**src/rtl/req_pkg.sv**
```systemverilog
// Shared types and helpers for the two-channel request source.
// Latency: n/a (package only).
// Backpressure: n/a (package only).
package req_pkg;

    // Per-channel request FSM states.
    typedef enum logic [1:0] {
        IDLE    = 2'd0,
        REQ     = 2'd1,
        SERVE   = 2'd2,
        RELEASE = 2'd3
    } ch_state_t;

    // Width needed to hold a pending count from 0 up to depth inclusive.
    function automatic int count_width(input int depth);
        return $clog2(depth + 1);
    endfunction

endpackage

```
**src/rtl/req_channel.sv**
```systemverilog
// One request channel: saturating job counter plus request/serve/release FSM.
// Latency: job in idle empty channel -> req next edge; done on the SVC_CYCLES+1th consecutive granted edge.
// Backpressure: jobs beyond DEPTH are dropped with an ovf pulse; req held until granted.
// Optional feature macro REQ_TIMEOUT_EN adds a sticky starve flag driven by a REQ wait counter.
module req_channel
    import req_pkg::*;
#(
    parameter int DEPTH      = 4,
    parameter int SVC_CYCLES = 2,
    parameter int TIMEOUT    = 16,
    localparam int CW        = count_width(DEPTH)
) (
    input  logic          clock,
    input  logic          reset,
    input  logic          job,
    input  logic          gnt,
    output logic          req,
    output logic [CW-1:0] pend,
    output logic          done,
    output logic          ovf
`ifdef REQ_TIMEOUT_EN
    ,
    output logic          starve
`endif
);

    localparam int SW = $clog2(SVC_CYCLES + 1);

    ch_state_t     state;
    ch_state_t     state_nxt;
    logic [SW-1:0] svc_cnt;
    logic [SW-1:0] svc_nxt;
    logic          complete;
    logic [CW-1:0] pend_nxt;
    logic          ovf_nxt;
    logic          full;

    assign full = (pend == CW'(DEPTH));

    // Next-state and service-count logic; complete marks the edge a job finishes.
    always_comb begin
        state_nxt = state;
        svc_nxt   = svc_cnt;
        complete  = 1'b0;
        case (state)
            IDLE: begin
                if (pend != '0 || job) begin
                    state_nxt = REQ;
                end
            end
            REQ: begin
                if (gnt) begin
                    state_nxt = SERVE;
                    svc_nxt   = SW'(1);
                end
            end
            SERVE: begin
                if (!gnt) begin
                    // Grant lost: the job restarts from scratch on the next grant.
                    state_nxt = REQ;
                    svc_nxt   = '0;
                end else if (svc_cnt < SW'(SVC_CYCLES)) begin
                    svc_nxt = svc_cnt + SW'(1);
                end else begin
                    complete  = 1'b1;
                    state_nxt = RELEASE;
                    svc_nxt   = '0;
                end
            end
            RELEASE: begin
                // One cycle with req low lets the arbiter fall back to idle.
                state_nxt = (pend != '0) ? REQ : IDLE;
            end
            default: begin
                state_nxt = IDLE;
                svc_nxt   = '0;
            end
        endcase
    end

    // Pending counter: a job landing on a completion cancels out, never overflows.
    always_comb begin
        pend_nxt = pend;
        ovf_nxt  = 1'b0;
        if (job && !complete) begin
            if (full) begin
                ovf_nxt = 1'b1;
            end else begin
                pend_nxt = pend + CW'(1);
            end
        end else if (complete && !job) begin
            pend_nxt = pend - CW'(1);
        end
    end

    // State, counters and registered outputs.
    always_ff @(posedge clock or negedge reset) begin
        if (!reset) begin
            state   <= IDLE;
            svc_cnt <= '0;
            pend    <= '0;
            req     <= 1'b0;
            done    <= 1'b0;
            ovf     <= 1'b0;
        end else begin
            state   <= state_nxt;
            svc_cnt <= svc_nxt;
            pend    <= pend_nxt;
            req     <= (state_nxt == REQ) || (state_nxt == SERVE);
            done    <= complete;
            ovf     <= ovf_nxt;
        end
    end

`ifdef REQ_TIMEOUT_EN
    localparam int TW = $clog2(TIMEOUT + 1);

    logic [TW-1:0] wait_cnt;
    logic [TW-1:0] wait_nxt;

    // Wait counter runs only while requesting, clears on entering service, saturates.
    always_comb begin
        wait_nxt = wait_cnt;
        if (state == REQ) begin
            if (gnt) begin
                wait_nxt = '0;
            end else if (wait_cnt != TW'(TIMEOUT)) begin
                wait_nxt = wait_cnt + TW'(1);
            end
        end
    end

    // Starve flag is sticky until reset once the wait limit is hit.
    always_ff @(posedge clock or negedge reset) begin
        if (!reset) begin
            wait_cnt <= '0;
            starve   <= 1'b0;
        end else begin
            wait_cnt <= wait_nxt;
            starve   <= starve | (wait_nxt == TW'(TIMEOUT));
        end
    end
`endif

endmodule

```
**src/rtl/req_source_pair.sv**
```systemverilog
// Two independent request channels feeding a two-client grant arbiter.
// Latency: req one edge after a job reaches an idle channel; done after SVC_CYCLES+1 granted edges.
// Backpressure: each channel queues up to DEPTH jobs, drops extras with ovf; optional REQ_TIMEOUT_EN adds starve flags.
module req_source_pair
    import req_pkg::*;
#(
    parameter int DEPTH      = 4,
    parameter int SVC_CYCLES = 2,
    parameter int TIMEOUT    = 16,
    localparam int CW        = count_width(DEPTH)
) (
    input  logic          clock,
    input  logic          reset,
    input  logic          job_0,
    input  logic          job_1,
    input  logic          gnt_0,
    input  logic          gnt_1,
    output logic          req_0,
    output logic          req_1,
    output logic [CW-1:0] pend_0,
    output logic [CW-1:0] pend_1,
    output logic          done_0,
    output logic          done_1,
    output logic          ovf_0,
    output logic          ovf_1
`ifdef REQ_TIMEOUT_EN
    ,
    output logic          starve_0,
    output logic          starve_1
`endif
);

    req_channel #(
        .DEPTH      (DEPTH),
        .SVC_CYCLES (SVC_CYCLES),
        .TIMEOUT    (TIMEOUT)
    ) u_ch0 (
        .clock  (clock),
        .reset  (reset),
        .job    (job_0),
        .gnt    (gnt_0),
        .req    (req_0),
        .pend   (pend_0),
        .done   (done_0),
        .ovf    (ovf_0)
`ifdef REQ_TIMEOUT_EN
        ,
        .starve (starve_0)
`endif
    );

    req_channel #(
        .DEPTH      (DEPTH),
        .SVC_CYCLES (SVC_CYCLES),
        .TIMEOUT    (TIMEOUT)
    ) u_ch1 (
        .clock  (clock),
        .reset  (reset),
        .job    (job_1),
        .gnt    (gnt_1),
        .req    (req_1),
        .pend   (pend_1),
        .done   (done_1),
        .ovf    (ovf_1)
`ifdef REQ_TIMEOUT_EN
        ,
        .starve (starve_1)
`endif
    );

endmodule

```
**config.mk**
```make
export PLATFORM = sky130hd
export DESIGN_NAME = req_source_pair
export DESIGN_NICKNAME = d
export VERILOG_FILES = /design/src/rtl/req_pkg.sv /design/src/rtl/req_channel.sv /design/src/rtl/req_source_pair.sv
export SDC_FILE = /design/constraint.sdc
export NUM_CORES = 1
export LEC_CHECK = 0
export CORE_MARGIN = 10
export CORE_UTILIZATION = 49
export CTS_BUF_LIST = sky130_fd_sc_hd__clkbuf_4
export DETAILED_ROUTE_END_ITERATION = 8
export GPL_ROUTABILITY_DRIVEN = 0
export GPL_TIMING_DRIVEN = 0
export PLACE_DENSITY = 0.73
export SLEW_MARGIN = 15
export SYNTH_ARGS = -nofsm -noshare
export SYNTH_HDL_FRONTEND = slang
export SYNTH_SLANG_ARGS = --single-unit
```
**constraint.sdc**
```tcl
create_clock -name clock -period 1.9 [get_ports clock]
set_clock_uncertainty 0.05 [all_clocks]
set_input_delay 0.19 -clock clock [delete_from_list [all_inputs] [get_ports clock]]
set_output_delay 0.19 -clock clock [all_outputs]
set_load 0.03 [all_outputs]
```
# Word level (Yosys, flattened, before mapping)
# Index checks and enable logic that the tools add are counted.
# Widths: inputs -> output; s select.
# totals
regBits	20
latchBits	0
mem_bits_rw	0
romBits	0
inputBits	6
output_inout_bits	12
memories	0
# op_classes
addsub	6
mul	0
div	0
order_cmp	2
n_eq_ne	16
shifts	0
muxes	36
n_bitwise	0
n_reduce_logical	24
# ops
operator	count
$mux 2	14
$mux 3	6
$pmux 2 s4	2
$eq 2x2->1 const B	6
$mux 1	12
$eq 2x1->1 const B	4
$ne 2x2->1 const B	4
$pmux 2 s2	2
$reduce_and 2->1	4
$reduce_bool 2->1	4
$add 3x1->3 const B	2
$eq 3x3->1 const B	2
$reduce_bool 3->1	2
$sub 3x1->3 const B	2
$add 2x1->2 const B	2
$logic_and 1x1->1	4
$logic_not 1->1	4
$logic_not 2->1	2
$logic_or 1x1->1	4
$lt 2x2->1 const B	2

# Longest topological paths before layout
# logic_depth
depth_word	8
ltp_mapped	7
mapped_depth_nobuf	6

# By module
# From an unflattened synthesis, not the netlist that was laid out.
# hier_totals
cells_unflattened	111
hier_area_um2	1116.1
# modules_own_cells
mod	n_inst	cells_each	area_each_um2	seq_area_each_um2
req_channel (u_ch1)	1	56	563.0	250.2
req_channel (u_ch0)	1	55	553.0	250.2

# Worst setup path after synthesis
# OpenSTA, ideal clock, no wires.
# synth_path
path_type	reg2reg
startpoint	reg u_ch1.state[0]
endpoint	reg u_ch1.pend[2]
setup_ns	0.120
arrival_ns	1.727
path_slack_ns	0.003
path_stages_with_launch	7
path_cell_list	dfrtp_1 -> buf_2 -> nand4b_4 -> nand2_1 -> fa_1 -> or3_1 -> a31o_2
# synth_via
elab_chain_cells	6
word_cells_on_any_way	9
cone_classes	eq/ne (2); mux (2); reduce/logical (5)
# synth_rtl
element	line	source
start: declaration	req_channel.sv:29	ch_state_t state;
start signal: assignment	req_channel.sv:106	state <= state_nxt;
$eq 2x2->1 (*)	req_channel.sv:45	case (state)
$mux 1 (*)	req_channel.sv:45	
$logic_not 1->1	req_channel.sv:85	if (job && !complete) begin
$logic_and 1x1->1	req_channel.sv:85	
$ne 2x2->1 (no source line) / $reduce_bool 2->1 (equally long branches)	-	
$reduce_and 2->1 (no source line)	-	
end signal: assignment	req_channel.sv:108	pend <= pend_nxt;
end: declaration	req_channel.sv:18	output logic [CW-1:0] pend,
# Every way passes the cells marked *; elsewhere a longest branch is shown, timed or not.
# A chain may end at the register's enable or synchronous reset.

# Final worst setup path
# layout_path
startpoint	reg u_ch0.state[0]
endpoint	reg u_ch0.pend[2]
# layout_via
elab_chain_cells	6
word_cells_on_any_way	9
cone_classes	eq/ne (2); mux (2); reduce/logical (5)
# layout_rtl
element	line
start: declaration	req_channel.sv:29
start signal: assignment	req_channel.sv:106
$eq 2x2->1 (*)	req_channel.sv:45
$mux 1 (*)	req_channel.sv:45
$logic_not 1->1	req_channel.sv:85
$logic_and 1x1->1	req_channel.sv:85
$ne 2x2->1 (no source line) / $reduce_bool 2->1 (equally long branches)	-
$reduce_and 2->1 (no source line)	-
end signal: assignment	req_channel.sv:108
end: declaration	req_channel.sv:18
# Marks and branches as above.

==> flow_metrics.tcl <==
set metrics [dict create \
    status "finished, final reports clean" \
    end_kind "register" \
    nFillCells 154 \
    synth_cells 106 \
    ir_drop_uv 916.4 \
    synth.most_common_cell "dfrtp_1" \
    grt_usage_pct 11.01 \
    ys_seq_elements 20 \
    die_x_um 66.94 \
    cts_inserted_buffers 3 \
    clockBufferDepth 2 \
    pre_cts_ws_ns -0.3726 \
    grt_first_pass_wirelength_um 3946 \
    placed_cells 148 \
    timing.final.ws_setup_ns 0.05219 \
    setup.worst_path.start_class "register" \
    clock_latency_ns 0.30 \
    areaGrowthSynthToFinish_pct 31.52 \
    firstDrtPassIters 4 \
    hold_violations 0 \
    finalMaxSlewViolations 0 \
    overflow 0 \
    yosysSeqAreaShare_pct 46.35 \
    totalWireLength_um 2381 \
    ant_nets 0 \
    route.detailed.wl_per_inst_um 14.79 \
    finalNonFillerCells 161 \
    regArea_um2 504.2 \
    via_per_inst 5.522 \
    post-route-util_pct 70.24 \
    io_buffers 15 \
    dieArea_um2 4481 \
    hold_path.class "primary input to register" \
    max_stage_delay_ns 0.41 \
    fin_nets 143 \
    timing.slew.headroom_pct 40.51 \
    vias 889 \
    grt_max_degree 21 \
    cp_max_fo 5 \
    start_util_pct 53.40 \
    worstSetupPathType "register to register" \
    cts-root-buf "clkbuf_4" \
    cts_tree "done" \
    crit_slowest_cell "fa_2" \
    max_cap_viol_count 0 \
    core-area_um2 2022 \
    clock_sinks 20 \
    synth_nets 114 \
    netlist_area_um2 1080 \
    synth_common_cells "dfrtp_1 (20), a21oi_1 (10), nand2_1 (9)" \
    timing.hold.ws_ns 0.2574 \
    hpwlAfterDp_um 1634 \
    period_needed_ns 1.848 \
    synth_edf_count 0 \
    tightest_slew_ns 0.8896 \
    synth_area_leaders "dfrtp_1 (46%), a21oi_1 (4.6%), nand4b_4 (4.4%)" \
    antenna_found_initial 0 \
    io_pins 18 \
    synth_warnings 0 \
    synth_cell_types 36 \
    clk_pin_slew_ns 0.12 \
    critical_path_arrival_ns 2.00 \
    multi_input_area_um2 566.8 \
    synth_top_cell_by_area "dfrtp_1" \
    async_flop_share_pct 100.0 \
    setup-violations-final 0 \
    path_cells "buf_6 > nand4b_4 > nand2_4 > fa_2 > or3_4 > a31o_2" \
    dieHeight_um 66.94 \
    p_leak_nw 0.6219 \
    synth_ff_type "dfrtp_1" \
    worstPathRequired_ns 2.05 \
    drive_above_1_share_pct 22.39 \
    synth_top_area_share_pct 46.35 \
    syn_avg_cell_area_um2 10.19 \
    diodes 0 \
    max_clock_freq_mhz 541.2 \
    powerDensity_nw_per_um2 1463 \
    drcViolationCount 0 \
    cts_htree_levels 1 \
    grt_pass1_vias 871 \
    row_count 16 \
    drtIter0Drc 22 \
    fin_crit_sh_pct 97.25 \
]
[registers in the layout, summed over array words and instances (netlist names)]
signal	cells
u_ch0.done	1
u_ch0.ovf	1
u_ch1.pend	3
u_ch1.svc_cnt	2
u_ch0.req	1
u_ch0.state	2
u_ch0.svc_cnt	2
u_ch1.req	1
u_ch1.ovf	1
u_ch1.state	2
u_ch1.done	1
u_ch0.pend	3
[routing by layer]
layer | up-vias | global-route usage [%] | routed length [µm]
met3 | 4 | 3.344 | 124
met2 | 13 | 18.13 | 1144
li1 | 442 | - | -
met1 | 430 | 12.89 | 1081
met4 | 0 | 4.615 | 31
met5 | - | 0 | 0
[cells by family (layout without fill, tap and decap cells)]
kind of cell | after synthesis | after routing | share of synthesized area, %
adders and majority gates | 2 | 2 | 3.708
xor gates and xnor gates | 2 | 2 | 1.623
AOI/OAI and AO/OA | 32 | 32 | 19.93
and+or+nand+nor | 34 | 34 | 20.16
DFF | 20 | 20 | 46.35
muxes | 3 | 3 | 2.781
buffers and inverters | 13 | 41 | 5.446
[cells in the final DEF (no fill, tap or decap), types with 2 or more instances in the layout]
cell and instances:
dfrtp_1 17, clkdlybuf4s50_1 15, buf_4 9, a21oi_1 8, inv_1 7, nand2_1 7
nor2_1 4, nand2b_1 4, o21ai_0 4, buf_6 3, nor3_1 3, clkbuf_1 3
mux2i_1 3, clkbuf_4 3, dfrtp_2 3, nor2b_1 2, nand4b_4 2, nand2_4 2
or2b_1 2, a21boi_0 2, nor4b_1 2, a31oi_1 2, or3_4 2, o2111ai_1 2
nand3_1 2, a21oi_2 2, xnor2_1 2, fa_2 2
[worst max-delay path: cells and delay by family, from the launching register on]
family	cells	cell delay, ns
buf+inv	1	0.11
simple gates	3	0.59
fa+ha+maj	1	0.41
flops	1	0.35
compound gates	1	0.24
[final timing paths]
kind                           startpoint                to  slack [ns]  cells after the start
max in group asynchronous           reset    u_ch0.state[1]        0.86                      1
setup / recovery           u_ch0.state[0]     u_ch0.pend[2]        0.05                      6
min in group asynchronous           reset  u_ch1.svc_cnt[0]        0.33                      1
setup reg to reg           u_ch0.state[0]     u_ch0.pend[2]        0.05                      6
hold / removal                      job_0         u_ch0.ovf        0.26                      3
hold reg to reg            u_ch0.state[1]  u_ch0.svc_cnt[1]        0.52                      1
[through the flow]
stage	setup TNS [ns]	area (µm²)	total power, mW
floorplan	0	1080	1.408
global placement	-0.8577	1264	1.685
detailed placement	-1.016	1264	1.727
CTS	0	1325	1.973
global route	-0.009246	1420	2.227
finish	0	1420	2.078
[layout make-up]
class	instances	area share (%)
sequential	20	35.51
clock inverter	1	0.2643
buffer	6	3.172
multi-input combinational	73	39.91
timing repair buffer	24	15.33
tap	27	2.379
inverter	7	1.850
clock buffer	3	1.586
[where the power goes]
| group | internal [mW] | total (mW) | switching [mW] |
|---|---|---|---|
| logic | 0.557 | 1.09 | 0.535 |
| registers | 0.574 | 0.781 | 0.207 |
| clock network | 0.0764 | 0.205 | 0.128 |
[timing repair]
action / 4_1_cts / 5_1_grt
hold endpoints to repair: 0 / 0
gates resized for setup: 5 / 13
pin swaps: 1 / 3
buffers inserted: 3 / 6
setup endpoints to repair: 2 / 2
hold buffers: 0 / 0
No activity file was read; power rests on OpenSTA's default activity.
